===== src/rtl/rr_arbiter_8.sv =====
// rr_arbiter_8: eight-way round-robin arbiter with a registered winner index
// and valid, held under a valid/ready handshake until the consumer accepts it.
// grant_idx/grant_valid are meant to drive a 3-to-8 decoder's in/ena.
// Optional feature macro: RR_ARB_LOCK_EN adds a 'lock' input that keeps the
// accepted requester at top priority for multi-beat ownership.
module rr_arbiter_8 (
    input  logic       clk,
    input  logic       rst_n,
    input  logic [7:0] req,
    input  logic       grant_ready,
`ifdef RR_ARB_LOCK_EN
    input  logic       lock,
`endif
    output logic       grant_valid,
    output logic [2:0] grant_idx
);

    typedef enum logic {
        IDLE  = 1'b0,
        GRANT = 1'b1
    } state_t;

    typedef struct packed {
        logic       found;
        logic [2:0] idx;
    } pick_t;

    state_t     state, next_state;
    logic [2:0] idx_q, next_idx;
    logic [2:0] ptr_q, next_ptr;
    logic [2:0] accept_ptr;
    pick_t      idle_pick;
    pick_t      accept_pick;

    // First set bit of r searching upward from base, wrapping 7 -> 0.
    function automatic pick_t rr_pick(input logic [7:0] r, input logic [2:0] base);
        pick_t      res;
        logic [2:0] cand;
        res = '0;
        for (int i = 0; i < 8; i++) begin
            cand = base + 3'(i);
            if (!res.found && r[cand]) begin
                res.found = 1'b1;
                res.idx   = cand;
            end
        end
        return res;
    endfunction

    // Pointer value loaded on an accept: advance past the winner unless locked.
`ifdef RR_ARB_LOCK_EN
    assign accept_ptr = lock ? idx_q : idx_q + 3'd1;
`else
    assign accept_ptr = idx_q + 3'd1;
`endif

    // Two candidate arbitrations: from the current pointer (IDLE) and from
    // the post-accept pointer (GRANT with accept), so an accept re-arbitrates
    // in the same edge without a bubble.
    assign idle_pick   = rr_pick(req, ptr_q);
    assign accept_pick = rr_pick(req, accept_ptr);

    // State register: FSM state, held winner index and priority pointer.
    always_ff @(posedge clk or negedge rst_n) begin
        if (!rst_n) begin
            state <= IDLE;
            idx_q <= 3'd0;
            ptr_q <= 3'd0;
        end else begin
            // NOTE: non-blocking assignments so every flop samples pre-edge values.
            state <= next_state;
            idx_q <= next_idx;
            ptr_q <= next_ptr;
        end
    end

    // Next-state logic: arbitrate from IDLE, hold while unaccepted, re-arbitrate on accept.
    always_comb begin
        // NOTE: defaults first so no path leaves a signal unassigned (no latches).
        next_state = state;
        next_idx   = idx_q;
        next_ptr   = ptr_q;
        unique case (state)
            IDLE: begin
                if (idle_pick.found) begin
                    next_idx   = idle_pick.idx;
                    next_state = GRANT;
                end
            end
            GRANT: begin
                if (grant_ready) begin
                    next_ptr = accept_ptr;
                    if (accept_pick.found) begin
                        next_idx   = accept_pick.idx;
                        next_state = GRANT;
                    end else begin
                        next_state = IDLE;
                    end
                end
            end
            default: next_state = IDLE;
        endcase
    end

    // Outputs come straight from flops; no combinational path from req.
    always_comb begin
        grant_valid = (state == GRANT);
        grant_idx   = idx_q;
    end

endmodule

===== config.mk =====
export PLATFORM = sky130hd
export DESIGN_NAME = rr_arbiter_8
export DESIGN_NICKNAME = d
export VERILOG_FILES = /design/src/rtl/rr_arbiter_8.sv
export SDC_FILE = /design/constraint.sdc
export NUM_CORES = 1
export LEC_CHECK = 0
export ABC_AREA = 1
export CAP_MARGIN = 15
export CORE_MARGIN = 2
export CORE_UTILIZATION = 50
export CTS_CLUSTER_SIZE = 14
export DETAILED_ROUTE_END_ITERATION = 6
export GPL_TIMING_DRIVEN = 0
export PLACE_DENSITY_LB_ADDON = 0.2
export RECOVER_POWER = 100
export SLEW_MARGIN = 20
export SYNTH_ARGS = -nofsm -noshare
export SYNTH_HDL_FRONTEND = slang
export SYNTH_SLANG_ARGS = --single-unit
export TNS_END_PERCENT = 30

===== constraint.sdc =====
create_clock -name clk -period 3.2 [get_ports clk]
set_input_delay 0.48 -clock clk [delete_from_list [all_inputs] [get_ports clk]]
set_output_delay 0.48 -clock clk [all_outputs]
set_load 0.005 [all_outputs]

* After elaboration in Yosys (flattened, before gate mapping)
Index checks and enable logic that the tools add are counted.
Cells by class: add/sub/neg operators 15, magnitude comparators 16, eq/ne operators 3, multiplexer cells 56, bitwise gates (word level) 1, reductions and logical operators 30
Operator list (count):
- < comparator 3 x 4 -> 1 bit (second input constant) | 16
- two-way mux 4 bit | 16
- binary-select mux 1 bit (select 3 bit) | 16
- adder 3 bit (second input constant) | 8
- two-way mux 1 bit | 19
- logical AND 1 bit | 14
- zero test 1 bit | 14
- adder 3 x 2 -> 3 bit (second input constant) | 4
- adder 3 x 1 -> 3 bit (second input constant) | 3
- two-way mux 3 bit | 3
- one-hot mux 3 bit (2 select lines) | 1
- != test 2 bit (second input constant) | 2
- AND reduction 3 bit | 1
- != test 2 x 1 -> 1 bit (second input constant) | 1
- one-hot mux 1 bit (2 select lines) | 1
- AND reduction 2 bit | 1
- NOT 1 bit | 1
Storage, ports and cells: bits in registers 7, input bits 11, output and inout bits 4, word-level logic and storage cells 124

* Logic depth before layout (Yosys ltp)
depth in word-level cells 28, mapped depth 21, depth with buffers taken out 20

* Least setup slack after synthesis
No wires, ideal clock.
path kind register -> register, start point register idx_q[0], in the netlist grant_idx[0], end point register idx_q[1], in the netlist grant_idx[1], setup time 0.116 ns, arrival 2.192 ns, data required time 3.084 ns, setup slack 0.892 ns, stages on the path, launching flop included 20, path buffers 1, period minus slack after synthesis 2.308 ns, path through dfrtp_1 > inv_2 > ha_1 > buf_6 > inv_6 > nand2_2 > nand2_4 > nand3_1 > nand2_4 > nand2_4 > nand2_4 > nand4_4 > nor2_4 > nand4_1 > nand2_1 > inv_1 > nand2_1 > nand2_1 > nand2_1 > nand2_1
Between the ends: longest elaborated chain between the ends 28, elaborated cells on any way between the ends 51, those cells by class add/sub: 8; eq/ne: 1; mux: 27; reduce/logical: 15
RTL lines:
- from (decl) | line 29 | logic [2:0] idx_q, next_idx;
- from (signal assigned) | line 72 | idx_q <= next_idx;
- adder 3 x 1 -> 3 bit * | line 54 | assign accept_ptr = idx_q + 3'd1;
- named net accept_ptr[0] | line 31 | logic [2:0] accept_ptr;
- branches (longest 23 deep; another with adder 3 x 1 -> 3 bit)
- two-way mux 4 bit * | line 42 | if (!res.found && r[cand]) begin
- two-way mux 3 bit | line 93 | if (accept_pick.found) begin
- two-way mux 3 bit | line 91 | if (grant_ready) begin
- one-hot mux 3 bit (2 select lines) | line 83 | unique case (state)
Mark *: on every way through the listed nets, which the timed path passes. The select of a mux whose other input is x is not followed. A chain may end at the register's enable or synchronous reset.

* Worst setup path after layout
Same ends and word-level chain as after synthesis.

==> results.sh <==
export IMPL_cpLargestDelayFamily="simple AND/OR/NAND/NOR gates"
export IMPL_grt_use_total=0.252
export IMPL_ys_warn_count=0
export IMPL_timing_fmax_mhz=366
export IMPL_layout_drive_gt1_share=0.175
export IMPL_postCtsSetupRepairBufs=0
export IMPL_rsz0062_at_grt="no"
export IMPL_cts_buffers=3
export IMPL_netlist_top_cells_area="nand2_1 (25%), nand3_1 (14%), dfrtp_1 (9.1%)"
export IMPL_hold_path_class="reg2reg"
export IMPL_port_buffer_count=14
export IMPL_drc=0
export IMPL_seq_area_frac_synth=0.0906
export IMPL_cp_slowest_cell="dfrtp_1"
export IMPL_synth_cell_types=35
export IMPL_ys_async_sr_fraction=1.00
export IMPL_drv_slew=0
export IMPL_nets=376
export IMPL_wire_per_inst_um=12.1
export IMPL_wirelength_um=4940
export IMPL_core_um2=3690
export IMPL_synth_top_area_frac=0.250
export IMPL_crit_fanout=10
export IMPL_vias=2149
export IMPL_antenna_cells=0
export IMPL_clk_pin_slew_ps=40
export IMPL_area_delta_synth_final_pct=12.0
export IMPL_synth_edf_count=0
export IMPL_grt_max_degree=11
export IMPL_gp_congestion=0.921
export IMPL_grtUsageMet3=0.0187
export IMPL_busiest_layer="met2"
export IMPL_num_rows=22
export IMPL_h_tree_depth=1
export IMPL_min_period_ps=2730
export IMPL_cts_max_path_buffers=2
export IMPL_drt_iter0_drc=156
export IMPL_use_met1=0.373
export IMPL_ys_flop_type="dfrtp_1"
export IMPL_start_util=0.524
export IMPL_die_x_um=66.2
export IMPL_dieArea_um2=4380
export IMPL_grt_pass1_wl_um=8620
export IMPL_cp_common_cell="nand2_1"
export IMPL_yosys_cell_count_top_type="nand2_1"
export IMPL_dieHeight_um=66.2
export IMPL_met2_usage=0.391
export IMPL_dpl_hpwl_um=3920
export IMPL_crit_required_ps=3320
export IMPL_critPathKind="reg2reg"
export IMPL_slowest_delay_ps=500
export IMPL_finalSetupViolations=0
export IMPL_antenna_found_initial=0
export IMPL_cp_end_kind="register"
export IMPL_synth_area_um2=1930
export IMPL_clock_sinks=7
export IMPL_fin_skew_ps=2.53
export IMPL_grt_overflow_total=0
export IMPL_drv_cap=0
export IMPL_min_period_over_period=0.855
export IMPL_grt_pass1_vias=1909
export IMPL_postCtsHoldBufs=0
export IMPL_fillers=395
export IMPL_avgSynthCellArea_um2=5.66
export IMPL_synthCells=342
export IMPL_viasPerCell=5.27
export IMPL_critPathArrivalTime_ps=2850
export IMPL_cts_tree="done"
export IMPL_status="complete, no violations"
export IMPL_hold_viol=0
export IMPL_max_slew_margin=0.615
export IMPL_ioPinCount=15
export IMPL_ys_ff_latch=7
export IMPL_crit_buf_inv=5
export IMPL_synth_common_cells="nand2_1 (129), nand3_1 (54), inv_1 (29)"
export IMPL_firstDrtPassIters=4
export IMPL_cts_root_buffer="clkbuf_8"
export IMPL_post_cts_resized=0
export IMPL_crit_chain="inv_2 > ha_1 > buf_6 > inv_6 > nand2_2 > nand2_4 > inv_4 > nand2_1 > nand3_1 > nand2_1 > nand4_4 > nor2_4 > nand4_1 > nand2_1 > inv_1 > nand2_1 > nand2_1 > nand2_1 > nand2_1"
export IMPL_worstSetupStartpointType="register"
export IMPL_synth_nets=357
export IMPL_totalNegativeSetupSlack_ps=0
export IMPL_yosysTopAreaCell="nand2_1"
export IMPL_ant_nets=0
export IMPL_worst_slew_pin_slew_ps=574
export IMPL_clk_latency_ps=230
==> cell usage in the layout (no fill, tap or decap), types with 2 or more instances in the layout <==
cell type,n
nand2_1,130
nand3_1,54
inv_1,29
nor2_1,27
nand2_2,14
inv_2,9
o21ai_0,9
nand2_4,8
clkdlybuf4s50_1,8
dfrtp_1,7
dlygate4sd3_1,6
nand3_2,5
nand4_1,5
buf_6,4
nor3_1,4
a21oi_1,4
ha_1,4
a31oi_1,3
nor2_4,3
nor2_2,3
o21ai_1,3
clkbuf_8,3
nand4_4,2
buf_4,2
==> area by class of cell <==
cell class | instances | area [um^2] | area share
Buffer | 6 | 60.1 | 0.0277
Clock buffer | 4 | 45.0 | 0.0208
Inverter | 41 | 166 | 0.0768
Tap cell | 48 | 60.1 | 0.0277
Multi-Input combinational cell | 288 | 1520 | 0.701
Timing Repair Buffer | 14 | 140 | 0.0647
Sequential cell | 7 | 175 | 0.0809
==> final timing paths <==
| path | startpoint | end | slack, ps | cells past startpoint |
|---|---|---|---|---|
| max in group asynchronous | rst_n | ptr_q[1] | 2400 | 1 |
| worst max register to register | grant_idx[0] | grant_idx[1] | 470 | 19 |
| worst min-delay path | grant_idx[1] | grant_idx[1] | 560 | 2 |
| min in group asynchronous | rst_n | grant_idx[0] | 570 | 1 |
| worst max-delay path | grant_idx[0] | grant_idx[1] | 470 | 19 |
| worst min register to register | grant_idx[1] | grant_idx[1] | 560 | 2 |
==> worst reg2reg max path: stages, from the launching register on <==
cell and delay, ps:
dfrtp_1 500, inv_2 170, ha_1 330, buf_6 160
inv_6 100, nand2_2 80, nand2_4 160, inv_4 80
nand2_1 110, nand3_1 80, nand2_1 140, nand4_4 140
nor2_4 160, nand4_1 100, nand2_1 70, inv_1 40
nand2_1 80, nand2_1 50, nand2_1 50, nand2_1 50
==> metal layers <==
layer	routed length, um	vias to the layer above
li1	-	1133
met1	2500	951
met2	2100	62
met3	297	3
met4	43	0
met5	0	-
==> through the flow <==
step	instance area, um^2	cells	utilization	hold slack, ps	worst slack (ps)
2_1_floorplan	1930	342	-	184	892
3_3_place_gp	2130	404	0.579	557	511
3_5_place_dp	2130	404	0.579	560	466
4_1_cts	2180	408	0.591	497	453
5_1_grt	2170	408	0.587	584	199
6_report	2170	408	0.587	564	465
==> cells by family after synthesis <==
logic type | Yosys count | synth area share
AO/OA/AOI/OAI | 23 | 0.0763
AND/OR/NAND/NOR | 258 | 0.659
buffers and inverters | 47 | 0.117
XOR/XNOR | 3 | 0.0311
adder cells (fa/ha/maj) | 4 | 0.0259
flip-flops | 7 | 0.0906
==> state kept, by name (all words and copies together), names as in the netlist <==
| register | flops |
|---|---|
| grant_idx | 3 |
| grant_valid | 1 |
| ptr_q | 3 |
Power is not shown: default switching activity piles up to over one toggle a cycle in this logic, so the estimate is an artifact.
